File: config.mk
export PLATFORM = sky130hd
export DESIGN_NAME = seq_divider
export DESIGN_NICKNAME = d
export VERILOG_FILES = /design/src/rtl/seq_divider.sv
export SDC_FILE = /design/constraint.sdc
export NUM_CORES = 1
export LEC_CHECK = 0
export ABC_AREA = 1
export CELL_PAD_IN_SITES_DETAIL_PLACEMENT = 0
export CELL_PAD_IN_SITES_GLOBAL_PLACEMENT = 1
export CORE_UTILIZATION = 40
export CTS_BUF_LIST = sky130_fd_sc_hd__clkbuf_2 sky130_fd_sc_hd__clkbuf_4 sky130_fd_sc_hd__clkbuf_8
export DETAILED_ROUTE_END_ITERATION = 10
export GPL_TIMING_DRIVEN = 0
export HOLD_SLACK_MARGIN = 0.02
export PLACE_DENSITY_LB_ADDON = 0.1
export SLEW_MARGIN = 10
export SYNTH_ARGS = -nofsm -noshare
export SYNTH_HDL_FRONTEND = slang
export SYNTH_SLANG_ARGS = --single-unit
export TNS_END_PERCENT = 50
File: constraint.sdc
create_clock -name clk -period 2.45 [get_ports clk]
set_clock_uncertainty 0.1 [all_clocks]
set_input_delay 0.49 -clock clk [delete_from_list [all_inputs] [get_ports clk]]
set_output_delay 0.49 -clock clk [all_outputs]
set_load 0.03 [all_outputs]
File: src/rtl/seq_divider.sv
// seq_divider: sequential unsigned restoring divider, one quotient bit per clock.
//
// Operands arrive on the shared data_in bus. The dividend is taken with start,
// and the divisor is taken on the following edge. A nonzero divisor then takes
// WIDTH restoring steps. The results are registered when the FSM enters DONE,
// and they stay stable until the next completion or a reset.
//
// State table:
//   state  | meaning
//   IDLE   | waiting for start; outputs hold
//   LOAD_B | dividend latched; sampling divisor (zero divisor short-cuts to DONE)
//   CALC   | one restoring step per edge, WIDTH steps total
//   DONE   | results valid, done high; start relaunches
//
// Ports:
//   clk          rising-edge clock
//   rst_n        asynchronous active-low reset
//   start        launch request, honoured in IDLE or DONE only
//   data_in      operand bus (dividend with start, divisor on the next edge)
//   quotient     registered quotient
//   remainder    registered remainder
//   busy         high in LOAD_B and CALC
//   done         high in DONE
//   div_by_zero  high in DONE when the divisor was zero
module seq_divider #(
  parameter int WIDTH = 16
) (
  input  logic             clk,
  input  logic             rst_n,
  input  logic             start,
  input  logic [WIDTH-1:0] data_in,
  output logic [WIDTH-1:0] quotient,
  output logic [WIDTH-1:0] remainder,
  output logic             busy,
  output logic             done,
  output logic             div_by_zero
);

  localparam int CW = $clog2(WIDTH + 1);
  localparam logic [CW-1:0] LAST_STEP = CW'(WIDTH - 1);

  typedef enum logic [1:0] {
    IDLE   = 2'd0,
    LOAD_B = 2'd1,
    CALC   = 2'd2,
    DONE   = 2'd3
  } state_t;

  state_t state, state_nx;

  logic [WIDTH-1:0] a_q;   // dividend, shifted left one bit per step
  logic [WIDTH-1:0] b_q;   // divisor
  logic [WIDTH-1:0] r_q;   // partial remainder
  logic [WIDTH-1:0] q_q;   // quotient being assembled
  logic [CW-1:0]    cnt;
  logic             dz_q;

  logic [WIDTH:0]   trial;
  logic [WIDTH-1:0] r_next;
  logic [WIDTH-1:0] q_next;
  logic             launch;
  logic             last_step;

  assign launch    = ((state == IDLE) || (state == DONE)) && start;
  assign last_step = (cnt == LAST_STEP);

  // A borrow out of the subtract, seen in trial[WIDTH], means the divisor did
  // not fit. In that case the shifted remainder is restored. A partial
  // remainder below the divisor keeps the dropped MSB of r_q at zero.
  assign trial  = {r_q, a_q[WIDTH-1]} - {1'b0, b_q};
  assign r_next = trial[WIDTH] ? {r_q[WIDTH-2:0], a_q[WIDTH-1]} : trial[WIDTH-1:0];
  assign q_next = {q_q[WIDTH-2:0], ~trial[WIDTH]};

  always_ff @(posedge clk or negedge rst_n) begin
    if (!rst_n) begin
      state <= IDLE;
    end else begin
      state <= state_nx;
    end
  end

  always_comb begin
    state_nx = state;
    unique case (state)
      IDLE:    if (start) state_nx = LOAD_B;
      LOAD_B:  state_nx = (data_in == '0) ? DONE : CALC;
      CALC:    if (last_step) state_nx = DONE;
      DONE:    if (start) state_nx = LOAD_B;
      default: state_nx = IDLE;
    endcase
  end

  always_ff @(posedge clk or negedge rst_n) begin
    if (!rst_n) begin
      a_q       <= '0;
      b_q       <= '0;
      r_q       <= '0;
      q_q       <= '0;
      cnt       <= '0;
      dz_q      <= 1'b0;
      quotient  <= '0;
      remainder <= '0;
    end else begin
      unique case (state)
        IDLE, DONE: begin
          if (launch) begin
            a_q  <= data_in;
            r_q  <= '0;
            q_q  <= '0;
            cnt  <= '0;
            dz_q <= 1'b0;
          end
        end
        LOAD_B: begin
          if (data_in == '0) begin
            quotient  <= '1;
            remainder <= a_q;
            dz_q      <= 1'b1;
          end else begin
            b_q <= data_in;
          end
        end
        CALC: begin
          a_q <= a_q << 1;
          r_q <= r_next;
          q_q <= q_next;
          cnt <= cnt + CW'(1);
          if (last_step) begin
            quotient  <= q_next;
            remainder <= r_next;
          end
        end
        default: ;
      endcase
    end
  end

  assign busy        = (state == LOAD_B) || (state == CALC);
  assign done        = (state == DONE);
  assign div_by_zero = dz_q;

endmodule
==> impl_metrics.ini, run 1 <==
[clock_tree]
clockBufferDepth = 2
clk_pin_slew_ns = 0.10
htreeDepth = 3
cts_sinks = 103
clock_latency_ns = 0.38
cts_buffers = 9
cts-root-buf = clkbuf_8
cts_tree = done

[place]
routabilityCongestion = 0.890
port_buffers = 53
dp.cells = 1001
hpwl_um = 12300

[worst_setup_path]
worstSetupPathType = flip-flop to flip-flop
cp.arrival_ns = 2.57
start_kind = flip-flop
required_ns = 2.63
r2r_start = a_q[15]$_DFFE_PN0P_
setup.worst_path.end_class = flip-flop
critPathMaxFanout = 10
crit_start = a_q[15]$_DFFE_PN0P_

[synthesis]
synth.top_cells.by_area = dfrtp_1 44%, nand2_1 13%, inv_1 8.4%, ha_1 4.7%, nand3_1 4.1%
ys_seq_area_frac = 0.438
synth-simple-area-share = 0.276
syn_inst = 767
synthesis.nets = 809
synth_top_family_by_area = simple AND/OR/NAND/NOR gates
ys_ff_latch = 103
yosys.area.top_type = dfrtp_1
synth_cell_types = 31
syn_avg_cell_area_um2 = 7.67
synth-xor-area-share = 0.0104
synth_top_area_frac = 0.438
synthAdderAreaFrac = 0.0502
synthMuxAreaShare = 0
synth_compound_area_frac = 0.111
yosys_warnings = 0
syn_area_mm2 = 0.00588

[finish]
multiInputGateArea_mm2 = 0.00278
drive_gt1_frac = 0.137
areaGrowthSynthToFinish_pct = 21.1
num_antenna_cells = 0
ff_latch_area_mm2 = 0.00258
fin_nets = 882
nFillCells = 1470
stdcell_count = 1025
utilization = 0.506

[drt]
postRouteAntennaNets = 0
post_drt_wl_per_cell_um = 15.7
drcViolationCount = 0
viasPerCell = 5.05
via_count = 5173
first_pass_iters = 5
drt_wl_total_um = 16000
drtIter0Drc = 320

[global_routing]
grt_usage = 0.227
grt_first_pass_wirelength_um = 26200
antenna_found_initial = 0
grt_max_degree = 74
grt_pass1_vias = 5124
overflow = 0

[die]
die-area_mm2 = 0.0152
rows = 43
start_util = 0.417
io_pins = 54
die_y_um = 123
core_mm2 = 0.0141
die_w_um = 123

[timing]
finalCritPeriodShare = 0.975
timing.final.crit_period_ns = 2.39
slew_viol_final = 0
tightest_slew_ns = 0.544
max_freq_ghz = 0.419
hold_violations = 0
hold-worst-slack_ns = 0.395
slew_headroom = 0.638
finalSetupViolations = 0

[flow_run]
max_cap_violations = 0

[min_path]
worstHoldPathType = flip-flop to flip-flop
hold_path_startpoint = b_q[12]$_DFFE_PN0P_

[run_status]
status = finished clean

[power_and_ir_drop]
p_leak_nw = 3.60
powerDensity_mw_per_mm2 = 1260
ir_worst_vdd_mv = 0.642
==> Yosys cell counts, drive strengths merged <==
cell type and instances:
xor2 7, buf 19, nand3 66, a21oi 30, or2 18, dfrtp 103
o211ai 15, inv 134, clkbuf 11, clkinv 1, nand2 220, ha 22
and2 4, nand4 8, a31oi 15, o21ai 40, o22ai 15, nor2 38
fa 1
==> report_power, final <==
group / total (mW) / leakage (nW) / switching (mW) / internal, mW
clock network: 1.16 / 0.110 / 0.659 / 0.498
logic: 5.16 / 2.22 / 3.38 / 1.78
registers: 2.63 / 1.27 / 0.337 / 2.30
total: 8.95 / 3.60 / 4.38 / 4.57
==> cell usage in the layout, fill, tap and decap left out, types with 4 or more instances in the layout <==
master,n
inv_1,130
dfrtp_1,103
nor2_1,35
nand4_1,8
o211ai_1,15
buf_4,8
clkbuf_1,8
xor2_1,7
and2_1,4
nand2_2,7
clkdlybuf4s50_1,51
nand2_4,6
o22ai_1,15
nand3_2,25
ha_1,21
o21ai_0,39
clkbuf_8,9
a31oi_1,15
or2_2,15
a21oi_1,25
buf_2,10
nand3_1,39
nand2_1,206
a21oi_2,4
==> metrics by stage <==
| step | TNS, ns | worst slack, ns | cell area (um2) | power, mW |
|---|---|---|---|---|
| 2_1_floorplan | 0 | 0.280 | 5880 | 5.88 |
| 4_1_cts | 0 | 0.00323 | 6920 | 8.83 |
| 5_1_grt | -0.125 | -0.0180 | 7130 | 9.67 |
| 3_5_place_dp | -8.47 | -0.386 | 6670 | 7.62 |
| 3_3_place_gp | -337.12 | -3.21 | 6640 | 7.57 |
| 6_report | 0 | 0.0620 | 7130 | 8.95 |
==> cells by family (layout without fill, tap and decap cells) <==
| kind of cell | after synthesis | count (layout) |
|---|---|---|
| buf+inv | 165 | 243 |
| fa+ha+maj | 23 | 23 |
| compound gates | 115 | 115 |
| simple gates | 354 | 354 |
| flops | 103 | 103 |
| xor+xnor | 7 | 7 |
==> layer usage <==
metal | GRT usage | part of all wire | vias up
met5 | 0 | 0 | -
li1 | - | - | 2568
met3 | 0.0415 | 0.037 | 15
met4 | 0.0768 | 0.017 | 0
met1 | 0.305 | 0.47 | 2495
met2 | 0.369 | 0.48 | 95
==> state kept, by name, indices dropped and copies added (netlist names) <==
register and flops:
b_q 16, cnt 5, r_q 16, quotient 16
a_q 16, q_q 15, remainder 16, state 2
div_by_zero 1
==> path summary, 6_finish.rpt <==
path                                                  to  slack (ns)  cells past startpoint
worst max-delay path            remainder[6]$_DFFE_PN0P_        0.06                     17
worst min-delay path                 b_q[12]$_DFFE_PN0P_        0.40                      2
worst max register to register  remainder[6]$_DFFE_PN0P_        0.06                     17
worst min register to register       b_q[12]$_DFFE_PN0P_        0.40                      2
max in group asynchronous             b_q[9]$_DFFE_PN0P_        1.15                      3
min in group asynchronous        div_by_zero$_DFFE_PN0P_        0.44                      2
==> critical path: stages (launching register included) <==
cell and delay, ns:
dfrtp_1 0.41, inv_2 0.10, ha_4 0.14, inv_2 0.04
fa_2 0.40, nand2_2 0.10, nand2_2 0.07, nand3_2 0.10
nand2_4 0.06, nand2_4 0.10, nand2_4 0.06, nand2_2 0.08
nand2_4 0.07, buf_12 0.15, nand3_2 0.07, nand3_2 0.12
nand2_1 0.08, inv_1 0.04
==> layout make-up <==
| cell class | count | area share |
|---|---|---|
| flip-flops and latches | 103 | 0.362 |
| plain buffers | 29 | 0.0237 |
| clock inverters | 7 | 0.0121 |
| multi-input cells | 499 | 0.389 |
| well taps | 180 | 0.0316 |
| repair buffers | 63 | 0.0923 |
| clock buffers | 9 | 0.0174 |
| inverters | 135 | 0.0718 |
==> repair_timing <==
item                                    CTS  global route
buffers inserted                          1             6
endpoints found under the setup margin   27            44
gates cloned                              0             1
hold buffers                              1             0
endpoints found under the hold margin    30             0
gates resized for setup                   8            34
pin swaps                                 1             8
Note: power is estimated with default switching activity, not from simulation.
==> run 2: changes to the inputs <==
--- a/config.mk
+++ b/config.mk
@@ -8,5 +8,6 @@
 export ABC_AREA = 1
+export CAP_MARGIN = 20
 export CELL_PAD_IN_SITES_DETAIL_PLACEMENT = 0
 export CELL_PAD_IN_SITES_GLOBAL_PLACEMENT = 1
-export CORE_UTILIZATION = 40
+export CORE_UTILIZATION = 44
 export CTS_BUF_LIST = sky130_fd_sc_hd__clkbuf_2 sky130_fd_sc_hd__clkbuf_4 sky130_fd_sc_hd__clkbuf_8
--- a/constraint.sdc
+++ b/constraint.sdc
@@ -4,2 +4,2 @@
 set_output_delay 0.49 -clock clk [all_outputs]
-set_load 0.03 [all_outputs]
+set_load 0.005 [all_outputs]
==> impl_metrics.ini, run 2 (synthesis results as in run 1) <==
[run_status]
status = finished clean

[drt]
postRouteAntennaNets = 0
drt_wl_total_um = 16700
first_pass_iters = 5
drtIter0Drc = 374
post_drt_wl_per_cell_um = 16.4
viasPerCell = 5.06
via_count = 5162
drcViolationCount = 0

[clock_tree]
clock_latency_ns = 0.37
htreeDepth = 3
cts_sinks = 103
clk_pin_slew_ns = 0.10
cts_buffers = 9
cts_tree = done
cts-root-buf = clkbuf_8
clockBufferDepth = 2

[timing]
max_freq_ghz = 0.418
timing.final.crit_period_ns = 2.40
finalCritPeriodShare = 0.978
slew_headroom = 0.635
tightest_slew_ns = 0.548
rsz0062_at_grt = yes
slew_viol_final = 0
hold_violations = 0
finalSetupViolations = 0

[global_routing]
overflow = 0
grt_pass1_vias = 5090
grt_max_degree = 73
grt_usage = 0.249
grt_first_pass_wirelength_um = 26900
antenna_found_initial = 0

[die]
io_pins = 54
die_w_um = 118
die-area_mm2 = 0.0138
rows = 41
start_util = 0.459
die_y_um = 118
core_mm2 = 0.0128

[worst_setup_path]
crit_top_cell = nand2_4
critPathMaxFanout = 5
critPathTopFamily = simple AND/OR/NAND/NOR gates
crit_path_max_incr_delay_ns = 0.40
path_cells = inv_2 -> ha_4 -> inv_4 -> fa_2 -> nand2_2 -> nand2_2 -> nand3_2 -> nand2_4 -> nand2_4 -> nand2_4 -> nand2_4 -> nand2_8 -> buf_12 -> nand3_2 -> nand3_2 -> nand2_1 -> inv_1
worstSetupPathType = flip-flop to flip-flop
setup.worst_path.end_class = flip-flop
required_ns = 2.63
path_buf_inv = 4
crit_path_top_delay_cell = dfrtp_1
start_kind = flip-flop
cp.arrival_ns = 2.57

[min_path]
worstHoldPathType = flip-flop to flip-flop

[finish]
stdcell_count = 1021
final_cell_mix = 200 x nand2_1, 128 x inv_1, 103 x dfrtp_1, 52 x clkdlybuf4s50_1, 38 x o21ai_0
num_antenna_cells = 0
drive_gt1_frac = 0.167
areaGrowthSynthToFinish_pct = 25.6
final_common_cell = nand2_1
fin_nets = 886
utilization = 0.576
nFillCells = 1262

[place]
dp.cells = 993
routabilityCongestion = 0.851
hpwl_um = 12400
port_buffers = 53

[power_and_ir_drop]
total_power_mw = 8.65
ir_worst_vdd_mv = 0.769
p_leak_nw = 3.67
powerDensity_mw_per_mm2 = 1170

[flow_run]
max_cap_violations = 0
## run 2: changes by cell type in the layout (fill, tap and decap cells not counted), sizes merged
cell / delta
dlygate4sd2: -1
clkbuf: +3
inv: -3
clkinv: +1
buf: +1
clkinvlp: +1
clkdlybuf4s50: +1
nand2: +1
## run 2: where the power goes
group	total, mW	leakage [nW]	switching [mW]	internal (mW)
clock network	1.10	0.101	0.607	0.492
logic	4.89	2.30	2.99	1.90
registers	2.66	1.27	0.360	2.30
total	8.65	3.67	3.96	4.69
## run 2: repair_timing
item / in CTS / in global routing
pin swaps: 2 / 22
resized for setup: 19 / 67
gates cloned: 1 / 2
setup buffers: 4 / 4
endpoints found under the hold margin: 31 / 0
endpoints found under the setup margin: 35 / 58
hold buffers: 1 / 0
## run 2: metal layers
layer | up-vias | global-route usage | part of all wire
met5 | - | 0 | 0
met4 | 0 | 0.0817 | 0.025
met3 | 20 | 0.0344 | 0.038
met2 | 123 | 0.407 | 0.48
met1 | 2441 | 0.339 | 0.46
li1 | 2578 | - | -
## run 2: final cells by class
class / count / area (um2) / share of cell area
multi-input combinational: 500 / 3020 / 0.408
inverter: 135 / 510 / 0.0690
clock buffer: 10 / 131 / 0.0178
buffer: 30 / 179 / 0.0242
clock inverter: 6 / 68.8 / 0.00931
sequential: 103 / 2580 / 0.349
timing repair buffer: 65 / 694 / 0.0939
tap: 172 / 215 / 0.0291
## run 2: worst min-delay path, delay by kind of cell (launching register included)
| family | cells | cell delay (ns) |
|---|---|---|
| DFF | 1 | 0.36 |
| AOI/OAI and AO/OA | 1 | 0.06 |
| and+or+nand+nor | 1 | 0.06 |
## run 2: path summary, 6_finish.rpt
path / from / endpoint / slack, ns / cells after the start
worst max-delay path: a_q[15]$_DFFE_PN0P_ / remainder[4]$_DFFE_PN0P_ / 0.05 / 17
worst min-delay path: b_q[10]$_DFFE_PN0P_ / b_q[10]$_DFFE_PN0P_ / 0.40 / 2
worst max register to register: a_q[15]$_DFFE_PN0P_ / remainder[4]$_DFFE_PN0P_ / 0.05 / 17
worst min register to register: b_q[10]$_DFFE_PN0P_ / b_q[10]$_DFFE_PN0P_ / 0.40 / 2
max in group asynchronous: rst_n / quotient[0]$_DFFE_PN0P_ / 1.16 / 3
min in group asynchronous: rst_n / state[0]$_DFFE_PN0P_ / 0.46 / 2
## run 2: per-stage QoR
stage	cell area, um2	setup WS (ns)	hold slack [ns]	TNS [ns]
2_1_floorplan	5880	0.280	0.0944	0
3_3_place_gp	6630	-3.12	0.370	-329.70
3_5_place_dp	6660	-0.431	0.292	-10.41
4_1_cts	7000	0.00724	0.402	0
5_1_grt	7390	-0.0430	0.429	-0.363
6_report	7390	0.0549	0.402	0
==> run 3: changes to the inputs <==
RECOVER_POWER = 100   (was not set)
==> impl_metrics.ini, run 3 (synthesis results as in run 1) <==
[global_routing]
grt_first_pass_wirelength_um = 26900
overflow = 0
grt_usage = 0.249
grt_max_degree = 73
antenna_found_initial = 0
grt_pass1_vias = 5090

[die]
die-area_mm2 = 0.0138
die_y_um = 118
die_w_um = 118
start_util = 0.459
rows = 41
core_mm2 = 0.0128
io_pins = 54

[place]
hpwl_um = 12400
port_buffers = 53
routabilityCongestion = 0.851
place_area_mm2 = 0.00666

[timing]
timing.final.crit_period_ns = 2.39
finalSetupViolations = 0
slew_viol_final = 0
max_freq_ghz = 0.419
tightest_slew_ns = 0.774
finalCritPeriodShare = 0.974
setup_tns_ns = 0
slew_headroom = 0.484
rsz0062_at_grt = yes
hold_violations = 0

[clock_tree]
cts-root-buf = clkbuf_8
cts_sinks = 103
clk_pin_slew_ns = 0.10
cts_buffers = 9
cts_tree = done
clockBufferDepth = 2
clock_latency_ns = 0.36
htreeDepth = 3

[min_path]
worstHoldPathType = flip-flop to flip-flop

[worst_setup_path]
required_ns = 2.62
critPathMaxFanout = 5
start_kind = flip-flop
cp.arrival_ns = 2.56
setup.worst_path.end_class = flip-flop
worstSetupPathType = flip-flop to flip-flop

[drt]
wl_met2_um = 8110
via_count = 5188
routed.top_layer = met4
post_drt_wl_per_cell_um = 16.3
drt_wl_total_um = 16700
postRouteAntennaNets = 0
viasPerCell = 5.08
drt-met1-wl_um = 7570
first_pass_iters = 4
wl_met3_um = 642
drtIter0Drc = 341
drcViolationCount = 0

[finish]
drive_gt1_frac = 0.166
fin_nets = 886
areaGrowthSynthToFinish_pct = 25.2
final_common_cell = nand2_1
finish.instance_area_mm2 = 0.00736
multiInputGateArea_mm2 = 0.00302
final_cell_mix = 200 x nand2_1, 129 x inv_1, 103 x dfrtp_1, 38 x o21ai_0
num_antenna_cells = 0
nFillCells = 1263
ff_latch_area_mm2 = 0.00258

[run_status]
status = finished clean

[flow_run]
max_cap_violations = 0

[power_and_ir_drop]
p_leak_nw = 3.63
powerDensity_mw_per_mm2 = 1150
ir_worst_vdd_mv = 0.688
## run 3: changes by cell type in the layout (fill, tap and decap cells not counted), sizes merged
cell           before  now
clkinv              3    2
inv               136  137
buf                27   22
clkdlybuf4s50      52   18
clkbuf             25   30
dlygate4sd3         1   35
## run 3: what timing repair did
item / CTS / global route
hold buffers: 1 / 0
setup endpoints to repair: 35 / 58
gates resized for setup: 19 / 67
setup buffers: 4 / 4
hold endpoints to repair: 31 / 0
cloned: 1 / 2
pin swaps: 2 / 22
## run 3: path summary, 6_finish.rpt
kind	start	to	slack [ns]	cells after the start
setup / recovery	a_q[15]$_DFFE_PN0P_	remainder[4]$_DFFE_PN0P_	0.06	17
hold / removal	b_q[10]$_DFFE_PN0P_	b_q[10]$_DFFE_PN0P_	0.40	2
setup reg to reg	a_q[15]$_DFFE_PN0P_	remainder[4]$_DFFE_PN0P_	0.06	17
hold reg to reg	b_q[10]$_DFFE_PN0P_	b_q[10]$_DFFE_PN0P_	0.40	2
max in group asynchronous	rst_n	remainder[2]$_DFFE_PN0P_	0.51	3
min in group asynchronous	rst_n	state[0]$_DFFE_PN0P_	0.64	2
## run 3: worst max-delay path: stages (launching register included)
cell and delay, ns:
dfrtp_1 0.40, inv_2 0.09, ha_4 0.13, inv_4 0.04, fa_2 0.39, nand2_2 0.09
nand2_2 0.06, nand3_2 0.09, nand2_4 0.07, nand2_4 0.11, nand2_4 0.08, nand2_4 0.10
nand2_8 0.08, buf_12 0.15, nand3_2 0.07, nand3_2 0.12, nand2_1 0.09, inv_1 0.04
## run 3: metrics by stage
step	cells	worst slack, ns	hold WS [ns]	total power, mW	utilization
3_3_place_gp	992	-3.12	0.370	7.05	0.517
4_1_cts	1015	0.00724	0.402	8.36	0.546
2_1_floorplan	767	0.280	0.0944	5.34	-
6_report	1021	0.0629	0.404	8.50	0.574
3_5_place_dp	993	-0.431	0.292	7.10	0.519
5_1_grt	1021	-0.0487	0.429	9.21	0.574
## run 3: cell type report
type,instances,area share
Buffer,30,0.0236
Inverter,135,0.0691
Tap cell,172,0.0292
Sequential cell,103,0.350
Clock buffer,10,0.0178
Clock inverter,6,0.00934
Timing Repair Buffer,65,0.0912
Multi-Input combinational cell,500,0.410
## run 3: routing by layer
metal | GRT usage | vias to the layer above
li1 | - | 2587
met1 | 0.339 | 2468
met2 | 0.407 | 119
met3 | 0.0344 | 14
met4 | 0.0817 | 0
met5 | 0 | -
## run 3: power by group
part | leakage, nW | switching [mW] | total (mW) | internal, mW
Sequential | 1.27 | 0.346 | 2.64 | 2.30
Combinational | 2.26 | 2.99 | 4.77 | 1.78
Clock | 0.101 | 0.595 | 1.09 | 0.492
